## src/rtl/window_stats.sv

```systemverilog
// Windowed sum/average/min/max over WINDOW unsigned samples, with a valid/ready
// handshake on both sides and a single registered result slot.
module window_stats #(
  parameter int unsigned NBITS  = 8,
  parameter int unsigned WINDOW = 4
) (
  input  logic                              CLK,
  input  logic                              RST_N,
  input  logic [NBITS-1:0]                  XIN,
  input  logic                              XIN_VALID,
  output logic                              XIN_READY,
  output logic [NBITS+$clog2(WINDOW)-1:0]   SUM,
  output logic [NBITS-1:0]                  AVG,
  output logic [NBITS-1:0]                  XMIN,
  output logic [NBITS-1:0]                  XMAX,
  output logic                              OUT_VALID,
  input  logic                              OUT_READY
);

  localparam int unsigned LW = $clog2(WINDOW);
  localparam int unsigned SW = NBITS + LW;

  typedef enum logic [1:0] {
    EMPTY = 2'd0,
    ACCUM = 2'd1,
    STALL = 2'd2
  } state_t;

  state_t            state;
  logic [LW-1:0]     count;
  logic [SW-1:0]     acc_sum;
  logic [NBITS-1:0]  acc_min;
  logic [NBITS-1:0]  acc_max;

  logic              out_free;
  logic              last_slot;
  logic              accept;
  logic [SW-1:0]     nxt_sum;
  logic [NBITS-1:0]  nxt_min;
  logic [NBITS-1:0]  nxt_max;

  // Result slot can take a new value when empty or being drained this cycle.
  always_comb begin
    out_free  = !OUT_VALID || OUT_READY;
    last_slot = (count == LW'(WINDOW - 1));
    XIN_READY = 1'b0;
    if (RST_N) begin
      case (state)
        EMPTY:   XIN_READY = 1'b1;
        ACCUM:   XIN_READY = !last_slot || out_free;
        default: XIN_READY = 1'b0;
      endcase
    end
    accept  = XIN_VALID && XIN_READY;
    nxt_sum = acc_sum + SW'(XIN);
    nxt_min = (XIN < acc_min) ? XIN : acc_min;
    nxt_max = (XIN > acc_max) ? XIN : acc_max;
  end

  always_ff @(posedge CLK or negedge RST_N) begin
    if (!RST_N) begin
      state     <= EMPTY;
      count     <= '0;
      acc_sum   <= '0;
      acc_min   <= '0;
      acc_max   <= '0;
      SUM       <= '0;
      AVG       <= '0;
      XMIN      <= '0;
      XMAX      <= '0;
      OUT_VALID <= 1'b0;
    end else begin
      // Drain first; a same-cycle reload below overrides the clear.
      if (OUT_VALID && OUT_READY) begin
        OUT_VALID <= 1'b0;
      end
      case (state)
        EMPTY: begin
          if (accept) begin
            acc_sum <= SW'(XIN);
            acc_min <= XIN;
            acc_max <= XIN;
            count   <= LW'(1);
            state   <= ACCUM;
          end
        end
        ACCUM: begin
          if (accept) begin
            if (last_slot) begin
              SUM       <= nxt_sum;
              AVG       <= NBITS'(nxt_sum >> LW);
              XMIN      <= nxt_min;
              XMAX      <= nxt_max;
              OUT_VALID <= 1'b1;
              count     <= '0;
              state     <= EMPTY;
            end else begin
              acc_sum <= nxt_sum;
              acc_min <= nxt_min;
              acc_max <= nxt_max;
              count   <= LW'(count + LW'(1));
            end
          end
        end
        STALL: begin
          // Completed window parked in the accumulators until the slot frees.
          if (out_free) begin
            SUM       <= acc_sum;
            AVG       <= NBITS'(acc_sum >> LW);
            XMIN      <= acc_min;
            XMAX      <= acc_max;
            OUT_VALID <= 1'b1;
            count     <= '0;
            state     <= EMPTY;
          end
        end
        default: state <= EMPTY;
      endcase
    end
  end

endmodule

```

## config.mk

```make
export PLATFORM = sky130hd
export DESIGN_NAME = window_stats
export DESIGN_NICKNAME = d
export VERILOG_FILES = /design/src/rtl/window_stats.sv
export SDC_FILE = /design/constraint.sdc
export NUM_CORES = 1
export LEC_CHECK = 0
export CAP_MARGIN = 20
export CORE_MARGIN = 3
export CORE_UTILIZATION = 45
export CTS_CLUSTER_DIAMETER = 200
export DETAILED_ROUTE_END_ITERATION = 8
export PLACE_DENSITY = 0.68
export SYNTH_ARGS = -nofsm -noshare
export SYNTH_HDL_FRONTEND = slang
export SYNTH_SLANG_ARGS = --single-unit
```

## constraint.sdc

```tcl
create_clock -name CLK -period 6.7 [get_ports CLK]
set_clock_uncertainty 0.15 [all_clocks]
set_input_delay 1.005 -clock CLK [delete_from_list [all_inputs] [get_ports CLK]]
set_output_delay 1.005 -clock CLK [all_outputs]
set_load 0.02 [all_outputs]
```

==> results of run 1 <==
final timing paths:
| kind | startpoint | to | slack (ns) | depth (start not counted) |
|---|---|---|---|---|
| hold / removal | XMAX[2]$_DFFE_PN0P_ | XMAX[2]$_DFFE_PN0P_ | 0.34 | 2 |
| setup reg to reg | count[0]$_DFFE_PN0P_ | SUM[8]$_DFFE_PN0P_ | 4.02 | 5 |
| min in group asynchronous | RST_N | count[0]$_DFFE_PN0P_ | 0.54 | 1 |
| setup / recovery | XIN[3] | acc_max[2]$_DFFE_PN0P_ | 3.05 | 7 |
| hold reg to reg | XMAX[2]$_DFFE_PN0P_ | XMAX[2]$_DFFE_PN0P_ | 0.34 | 2 |
| max in group asynchronous | RST_N | acc_max[1]$_DFFE_PN0P_ | 5.01 | 2 |
final cells by class:
type                            count  area (um2)  share of cell area, %
Inverter                           24        90.1                   2.26
Sequential cell                    56        1400                   35.1
Clock buffer                        6        72.6                   1.82
Tap cell                           99         124                   3.11
Timing Repair Buffer               49         480                   12.0
Clock inverter                      2        35.0                  0.878
Multi-Input combinational cell    248        1790                   44.8
state kept, by name, indices dropped and copies added, names as in the netlist:
name       cells
SUM           10
XMIN           8
acc_sum       10
acc_max        8
count          2
state          1
OUT_VALID      1
XMAX           8
acc_min        8
placed cells by master, fill, tap and decap left out, types with 3 or more instances in the layout:
cell type,n
nand3_1,23
o21ai_0,23
nor2_1,13
clkbuf_8,5
a21o_1,3
nor2b_1,3
ha_1,24
a31oi_1,9
o21ai_2,3
xor2_1,3
o211ai_1,8
o31a_1,3
mux2_2,16
a21oi_1,19
nand2_1,36
mux2i_1,3
o21a_1,4
dfrtp_1,56
o22ai_1,3
inv_1,24
and2_1,3
o2111ai_1,17
clkdlybuf4s50_1,46
power breakdown:
group	total [mW]	internal, mW	switching (mW)
Combinational	1.04	0.466	0.574
Sequential	0.618	0.500	0.118
Clock	0.220	0.111	0.109
per-stage QoR:
stage	std cells	worst slack [ns]
after global placement	476	2.81
after detailed placement	476	2.75
final	484	3.05
after floorplan	347	3.87
after global routing	484	2.91
after CTS	484	3.09
worst max-delay path, cell delays in order:
cell	delay, ns
clkdlybuf4s50_1	0.62
ha_1	0.44
and4_1	0.42
nand2_2	0.20
a31oi_1	0.20
o31a_1	0.42
mux2_2	0.39
routing by layer:
metal  vias to the layer above  track usage, %
li1                       1354               -
met1                      1371            29.2
met2                        74            32.0
met3                        17            3.01
met4                         0            6.35
met5                         -               0
logic make-up after synthesis:
| family | count (synthesis) |
|---|---|
| flip-flops | 56 |
| XOR/XNOR | 4 |
| AND/OR/NAND/NOR | 91 |
| multiplexers | 19 |
| adder cells (fa/ha/maj) | 25 |
| AO/OA/AOI/OAI | 109 |
| buffers and inverters | 43 |
==> metrics.md, run 1 <==
| Metric | Value |
|---|---|
| Status | complete, no violations |
| PwrDens | 471 nW/um2 |
| Final Power | 1.88 mW |
| Setup TNS | 0 ns |
| Final Cell Area | 3990 um2 |
| First-pass GRT wire length | 14000 um |
| Ys flop type | dfrtp_1 |
| 1st-pass router iterations | 4 |
| Startpoint Class | input port |
| Post-DP HPWL | 6020 um |
| Leak pwr | 1.77 nW |
| DP Area | 3880 um2 |
| Mux cell area share after synthesis | 6.20% |
| WL met1 | 3860 um |
| Worst Hold Class | reg -> reg |
| Max-slew violations | 0 |
| Initial antenna violation count | 0 |
| Hold WS | 0.338 ns |
| Peak VDD IR | 0.000231 V |
| Max-slew headroom | 43.3% |
| Total gr overflow | 0 |
| Worst Path Required | 6.75 ns |
| Total number of vias | 2816 |
| CP Capture Type | flop |
| Flops & latches, synth | 56 |
| Drt wl/cell | 17.4 um |
| Resized cells post-CTS | 0 |
| Setup repair bufs after CTS | 0 |
| Io pins | 48 |
| Xor/xnor share of the synthesized area | 1.03% |
| Total track usage | 20.5% |
| Top cells by instance count after synthesis | dfrtp_1 (56), nand2_1 (36), ha_1 (24), inv_1 (24) |
| Combinational family with the most area after synthesis | compound AO/OA/AOI/OAI gates |
| # clock sinks | 56 |
| Max-cap viol count | 0 |
| CTS Hold Bufs | 0 |
| Mean Syn Cell Area | 9.78 um2 |
| Root buf cell | clkbuf_8 |
| Worst skew pair latency | 0.31 ns |
| Largest net degree at the start of global routing | 41 |
| Vias per std cell | 5.82 |
| Final ANT Viol Nets | 0 |
| Layout cells sized above 1 | 10.1% |
| Crit-path max FO | 10 |
| DRC errors left | 0 |
| Fin util | 54.7% |
| Area Overhead vs Synth | 17.6% |
| Fillers | 665 |
| Post-Synth Adder-Cell Area | 9.44% |
| Sequential fraction of the synthesis area | 41.3% |
| I/O Buffers | 47 |
| WS Path Type | in -> reg |
| WP data arrival | 3.70 ns |
| Die width | 92.8 um |
| Num CTS Buffers | 5 |
| Core ar. | 7290 um2 |
| Area fraction in compound gates after synthesis | 23.0% |
| Mapped Area | 3390 um2 |
| CTS clk-pin slew, worst paths | 0.10 ns |
| Share of the synthesized area in the top cell type | 41.3% |
| Initial Util | 46.5% |
| Fin. Hold Viols | 0 |
| Met2 WL | 3980 um |
| Cells after synthesis | 347 |
| Final GP Congestion | 0.863 |
| Drt initial violations | 165 |
| Count of final setup violators | 0 |
| Die Height | 92.8 um |
| Row count | 31 |
| Cell type with the highest aggregate area in the netlist | dfrtp_1 |
| Slew @ Worst Pin | 0.849 ns |
| H-tree depth | 2 |
| Yosys warns | 0 |
| Final Cycle Share | 54.4% |
| Fmax | 274 MHz |
| Number of global-route vias before repair | 2709 |
| Tmin final | 3.65 ns |
| CTS tree | done |
| Distinct cell type count after synthesis | 52 |
| Net count after synthesis | 384 |
| Top Metal Used | met4 |
| RSZ-0062 raised after global routing | no |
| Post-synthesis simple-gate area fraction | 12.8% |
| Fraction of registers with async set/reset | 100% |
| Fin nets | 421 |
| Count leader, synth | dfrtp_1 |
| Clock buffer depth | 2 |
| Full die area | 8620 um2 |
| Diodes inserted | 0 |
| Synth area leaders | dfrtp_1 (41%), ha_1 (8.9%), mux2_2 (5.3%) |
| Routed wire length | 8440 um |
| EDFF count, synth | 0 |
| Routed wl met3 | 452 um |
Note: power is estimated with default switching activity, not from simulation.
==> run 2: changes to the inputs <==
--- a/config.mk
+++ b/config.mk
@@ -10,7 +10,7 @@
 export CORE_UTILIZATION = 45
 export CTS_CLUSTER_DIAMETER = 200
 export DETAILED_ROUTE_END_ITERATION = 8
-export PLACE_DENSITY = 0.68
+export PLACE_DENSITY = 0.7
 export SYNTH_ARGS = -nofsm -noshare
 export SYNTH_HDL_FRONTEND = slang
 export SYNTH_SLANG_ARGS = --single-unit
==> constraint.sdc (replaced) <==
create_clock -name CLK -period 2.9 [get_ports CLK]
set_clock_uncertainty 0.15 [all_clocks]
set_input_delay 0.435 -clock CLK [delete_from_list [all_inputs] [get_ports CLK]]
set_output_delay 0.435 -clock CLK [all_outputs]
set_load 0.02 [all_outputs]
==> run 2 against run 1 <==
Net effect:
- wire length is 4.8% higher
- sequential share of layout area fell by 2.0 points
- global-route usage up 1.1 points
- via count rose by 4.3%
- largest cell class unchanged
==> metrics.md, run 2 (same netlist as run 1, synthesis figures left out) <==
| Metric | Value |
|---|---|
| RSZ-0062 raised after global routing | no |
| Clock buffer depth | 2 (unchanged) |
| Inst Count DP | 507 (+6.5%) |
| Slew @ Worst Pin | 0.405 ns (-0.444 ns) |
| Crit-path max FO | 8 (-2) |
| Setup WS post-layout | 0.233 ns (-2.82 ns) |
| Worst Setup SP | count[0]$_DFFE_PN0P_ |
| DRC errors left | 0 (unchanged) |
| Pre-CTS WS | -0.0291 ns (-2.78 ns) |
| Final Power | 4.44 mW (+140%) |
| Worst Path Required | 2.32 ns (-4.43 ns) |
| Peak VDD IR | 0.000547 V (+140%) |
| Leak pwr | 1.92 nW (+8.5%) |
| Initial antenna violation count | 0 (unchanged) |
| Die Height | 92.8 um (unchanged) |
| Resized cells post-CTS | 0 (unchanged) |
| Drt initial violations | 235 (+42%) |
| Regs by FF count | SUM x10, acc_sum x10 |
| Total track usage | 21.6% (+1.1 points) |
| Worst skew pair latency | 0.31 ns (about the same) |
| Startpoint Class | flop |
| CP cell instances | ha_1 -> and2_1 -> a21boi_0 -> clkdlybuf4s50_1 |
| CTS tree | done |
| Die width | 92.8 um (unchanged) |
| Max-cap viol count | 0 (unchanged) |
| Status | complete, no violations |
| Layout cells sized above 1 | 17.0% (+6.9 points) |
| Fin. Hold Viols | 0 (unchanged) |
| Count of final setup violators | 0 (unchanged) |
| Total gr overflow | 0 (unchanged) |
| Number of global-route vias before repair | 3026 (+12%) |
| Row count | 31 (unchanged) |
| Area Overhead vs Synth | 24.7% |
| Diodes inserted | 0 (unchanged) |
| Reg2Reg Setup Slack | 0.54 ns (-3.48 ns) |
| Critical R2R Launch | acc_sum[0]$_DFFE_PN0P_ |
| Fmax | 375 MHz |
| Drt wl/cell | 17.1 um (-1.7%) |
| WP data arrival | 2.08 ns (-1.62 ns) |
| Commonest cells after routing, fill and taps aside | dfrtp_1 (56), clkdlybuf4s50_1 (46), nand2_1 (36) |
| CP Capture Type | primary output |
| Routed wire length | 8840 um (+4.8%) |
| PwrDens | 1050 nW/um2 (+120%) |
| Io pins | 48 (unchanged) |
| WS Path Type | reg -> out |
| 1st-pass router iterations | 4 (unchanged) |
| I/O Buffers | 47 (unchanged) |
| First-pass GRT wire length | 14700 um (+4.7%) |
| Root buf cell | clkbuf_8 |
| Hold WS | 0.328 ns (-0.0104 ns) |
| Setup repair bufs after CTS | 0 (unchanged) |
| Largest net degree at the start of global routing | 37 (-9.8%) |
| Post-DP HPWL | 6740 um (+12%) |
| CTS clk-pin slew, worst paths | 0.10 ns (about the same) |
| Final GP Congestion | 0.907 (+5.1%) |
| Max-slew headroom | 72.9% (+30 points) |
| Most common cell after layout, fill and taps aside | dfrtp_1 |
| H-tree depth | 2 (unchanged) |
| Worst path max stage delay | 0.62 ns (about the same) |
| Core ar. | 7290 um2 (unchanged) |
| Tmin final | 2.67 ns |
| Initial Util | 46.5% (unchanged) |
| Fin nets | 453 (+7.6%) |
| Total number of vias | 2938 (+4.3%) |
| Final ANT Viol Nets | 0 (unchanged) |
| Worst Hold Class | in -> async |
| Final Cycle Share | 92.0% |
| Num CTS Buffers | 5 (unchanged) |
| # clock sinks | 56 (unchanged) |
| Vias per std cell | 5.69 (-2.1%) |
| Post-Layout Cell Count | 516 (+6.6%) |
| Full die area | 8620 um2 (unchanged) |
| R2R cell count | 8 (+3) |
| FF-to-FF End | SUM[8]$_DFFE_PN0P_ |
| Max-slew violations | 0 (unchanged) |
| Slowest CP cell | clkdlybuf4s50_1 |
[run 2: routing by layer]
| layer | share of wire [%] | global-route usage, % | routed length (um) | vias up |
|---|---|---|---|---|
| met4 | 2.3 | 8.06 | 201 | 0 |
| met2 | 48 | 35.5 | 4270 | 93 |
| met1 | 44 | 29.0 | 3890 | 1407 |
| met5 | 0 | 0 | 0 | - |
| met3 | 5.4 | 2.84 | 480 | 23 |
| li1 | - | - | - | 1415 |
[run 2: power by group]
part | internal (mW) | leakage [nW] | switching, mW
Clock | 0.191 | 0.0510 | 0.252
Combinational | 1.19 | 1.20 | 1.37
Sequential | 1.15 | 0.669 | 0.284
Total | 2.53 | 1.92 | 1.91
[run 2: worst max-delay path: cells and delay by family (launching register included)]
kind	cells	cell delay, ns
simple gates	1	0.26
buf+inv	1	0.62
flops	1	0.41
compound gates	1	0.18
fa+ha+maj	1	0.30
[run 2: layout make-up]
| type | count | area (um2) |
|---|---|---|
| fillers | 675 | 3060 |
| multi-input cells | 248 | 1790 |
| flip-flops and latches | 56 | 1400 |
| repair buffers | 81 | 736 |
| well taps | 99 | 124 |
| inverters | 24 | 90.1 |
| clock buffers | 6 | 82.6 |
| clock inverters | 2 | 10.0 |
[run 2: what timing repair did]
action                     4_1_cts  5_1_grt
setup endpoints to repair        0        0
hold buffers                     1        0
hold endpoints to repair         4        0
[run 2: worst max path at each step]
stage                     slack (ns)  depth (start not counted)                 end
final                           0.23                          4           XIN_READY
after global routing            0.13                          4           XIN_READY
after CTS                       0.20                          4           XIN_READY
after detailed placement       -0.03                          9  SUM[8]$_DFFE_PN0P_
after global placement          0.04                          9  SUM[8]$_DFFE_PN0P_
after floorplan                 0.64                          8  SUM[8]$_DFFE_PN0P_
[run 2: through the flow]
| step | area, um2 | setup TNS, ns | utilization, % |
|---|---|---|---|
| finish | 4230 | 0 | 58.0 |
| global route | 4230 | 0 | 58.0 |
| CTS | 4230 | 0 | 58.0 |
| detailed placement | 4130 | -0.0438 | 56.6 |
| global placement | 4130 | 0 | 56.6 |
| floorplan | 3390 | 0 | - |
==> run 3: changes to the inputs <==
--- a/config.mk
+++ b/config.mk
@@ -6,11 +6,12 @@
 export NUM_CORES = 1
 export LEC_CHECK = 0
 export CAP_MARGIN = 20
-export CORE_MARGIN = 3
+export CORE_MARGIN = 5
 export CORE_UTILIZATION = 45
 export CTS_CLUSTER_DIAMETER = 200
 export DETAILED_ROUTE_END_ITERATION = 8
 export PLACE_DENSITY = 0.7
+export SLEW_MARGIN = 5
 export SYNTH_ARGS = -nofsm -noshare
 export SYNTH_HDL_FRONTEND = slang
 export SYNTH_SLANG_ARGS = --single-unit
==> run 3 against run 2 <==
Net effect:
- clock power barely moved
- global-route usage is 2.4 points lower
- sequential share of layout area down 0.078 points
- non-clock buffer count rose by 2
- cell count up 0.39%
- combinational power about the same
- sequential power about the same
- cell area grew 0.24%
- register-to-register slack about the same
- count of clock-buffer cells in the layout grew 2
==> metrics.md, run 3 (same netlist as run 1, synthesis figures left out) <==
| Metric | Value |
|---|---|
| Status | complete, no violations |
| Row count | 31 (unchanged) |
| Total number of vias | 2956 (+0.61%) |
| CP top delay family | buffers and inverters |
| Setup TNS | 0 ns (unchanged) |
| Most common cell after layout, fill and taps aside | dfrtp_1 |
| H-tree depth | 2 (unchanged) |
| WP buf/inv | 1 (unchanged) |
| Total gr overflow | 0 (unchanged) |
| Final ANT Viol Nets | 0 (unchanged) |
| CTS tree | done |
| 1st-pass router iterations | 4 (unchanged) |
| Slew @ Worst Pin | 0.734 ns (+0.330 ns) |
| CP cell instances | ha_1 -> and2_1 -> a21boi_0 -> clkdlybuf4s50_1 |
| Largest net degree at the start of global routing | 57 (+54%) |
| Post-DP HPWL | 6570 um (-2.6%) |
| Area Overhead vs Synth | 25.0% |
| Peak VDD IR | 0.000567 V (+3.7%) |
| Die Height | 96.8 um (+4.3%) |
| Full die area | 9370 um2 (+8.8%) |
| Final GP Congestion | 0.932 (+2.7%) |
| RSZ-0062 raised after global routing | no |
| Commonest cells after routing, fill and taps aside | dfrtp_1 (56), clkdlybuf4s50_1 (46), nand2_1 (36) |
| Initial Util | 46.5% (unchanged) |
| Pre-CTS WS | 0.0353 ns (+0.0644 ns) |
| Slowest CP cell | clkdlybuf4s50_1 |
| Worst path max stage delay | 0.63 ns (about the same) |
| Num CTS Buffers | 5 (unchanged) |
| Final Cycle Share | 93.1% (+1.1 points) |
| Worst Hold Class | in -> async |
| Crit-path max FO | 8 (unchanged) |
| Resized cells post-CTS | 0 (unchanged) |
| Setup WS post-layout | 0.200 ns (-0.0333 ns) |
| CP Capture Type | primary output |
| CTS clk-pin slew, worst paths | 0.09 ns (about the same) |
| Tmin final | 2.70 ns (+0.0333 ns) |
| Fin nets | 455 (+0.44%) |
| Max-cap viol count | 0 (unchanged) |
| Number of global-route vias before repair | 2934 (-3.0%) |
| Diodes inserted | 0 (unchanged) |
| Layout cells sized above 1 | 17.2% (+0.16 points) |
| WP data arrival | 2.12 ns (+0.04 ns) |
| Root buf cell | clkbuf_8 |
| Storage element area | 1400 um2 (unchanged) |
| CTS Hold Bufs | 0 (-1) |
| I/O Buffers | 47 (unchanged) |
| Core ar. | 7290 um2 (unchanged) |
| Drt initial violations | 198 (-16%) |
| Max-slew violations | 0 (unchanged) |
| Fmax | 370 MHz (-1.2%) |
| Max-slew headroom | 51.0% (-22 points) |
| Leak pwr | 1.93 nW (+0.24%) |
| Critical R2R Launch | acc_sum[0]$_DFFE_PN0P_ |
| # clock sinks | 56 (unchanged) |
| First-pass GRT wire length | 14900 um (+1.3%) |
| Fin. Hold Viols | 0 (unchanged) |
| Total track usage | 19.2% (-2.4 points) |
| Startpoint Class | flop |
| Initial antenna violation count | 0 (unchanged) |
| Worst Setup SP | count[0]$_DFFE_PN0P_ |
| Fillers | 690 (+2.2%) |
| PwrDens | 1050 nW/um2 (-0.37%) |
| Vias per std cell | 5.71 (+0.22%) |
| Die width | 96.8 um (+4.3%) |
| DRC errors left | 0 (unchanged) |
| Drt wl/cell | 16.8 um (-2.1%) |
| Worst Path Required | 2.32 ns (about the same) |
| Area taken by multi-input logic gates | 1790 um2 (unchanged) |
| Setup repair bufs after CTS | 0 (unchanged) |
| Fin util | 58.1% (+0.14 points) |
| Worst skew pair latency | 0.31 ns (about the same) |
| Io pins | 48 (unchanged) |
| Routed wire length | 8690 um (-1.7%) |
| WS Path Type | reg -> out |
| Count of final setup violators | 0 (unchanged) |
| Regs by FF count | SUM x10, acc_sum x10 |
| Clock buffer depth | 2 (unchanged) |
[run 3: changes by cell type in the layout (fill, tap and decap cells not counted)]
cell	change
buf_4	+3
clkinv_2	-2
dlygate4sd3_1	-1
clkbuf_1	+2
[run 3: routing by layer]
layer	wire [um]	track usage, %
met5	0	0
met1	3950	26.9
met3	507	3.81
met2	4080	29.8
met4	151	5.94
[run 3: where the power goes]
part           total, mW  switching [mW]  leakage [nW]  internal (mW)
Combinational       2.58            1.38          1.21           1.20
Sequential          1.42           0.263         0.669           1.15
Clock              0.443           0.248        0.0455          0.196
Total               4.44            1.89          1.93           2.55
[run 3: through the flow]
step | power (mW) | hold slack [ns] | instance area, um2 | instances
after floorplan | 3.05 | -0.0106 | 3390 | 347
after detailed placement | 4.00 | 0.315 | 4150 | 510
after CTS | 4.47 | 0.181 | 4240 | 518
after global placement | 3.93 | 0.312 | 4150 | 510
final | 4.44 | 0.149 | 4240 | 518
after global routing | 4.82 | 0.214 | 4240 | 518
[run 3: worst paths after layout]
path / end / slack (ns) / cells past startpoint
worst min register to register: SUM[0]$_DFFE_PN0P_ / 0.33 / 2
worst max register to register: SUM[8]$_DFFE_PN0P_ / 0.55 / 8
max in group asynchronous: acc_min[5]$_DFFE_PN0P_ / 1.96 / 2
min in group CLK: SUM[0]$_DFFE_PN0P_ / 0.33 / 2
worst max-delay path: XIN_READY / 0.20 / 4
worst min-delay path: SUM[0]$_DFFE_PN0P_ / 0.15 / 2
[run 3: layout make-up]
type | count | area share, %
clock buffers | 8 | 2.13
repair buffers | 83 | 17.7
well taps | 99 | 2.92
inverters | 24 | 2.13
multi-input cells | 248 | 42.1
flip-flops and latches | 56 | 33.1
[run 3: worst reg2reg max path: cells and delay by family (launching register included)]
family	cells	cell delay, ns
adder cells (fa/ha/maj)	2	0.45
AND/OR/NAND/NOR	3	0.64
AO/OA/AOI/OAI	2	0.57
flip-flops	1	0.41
buffers and inverters	1	0.07
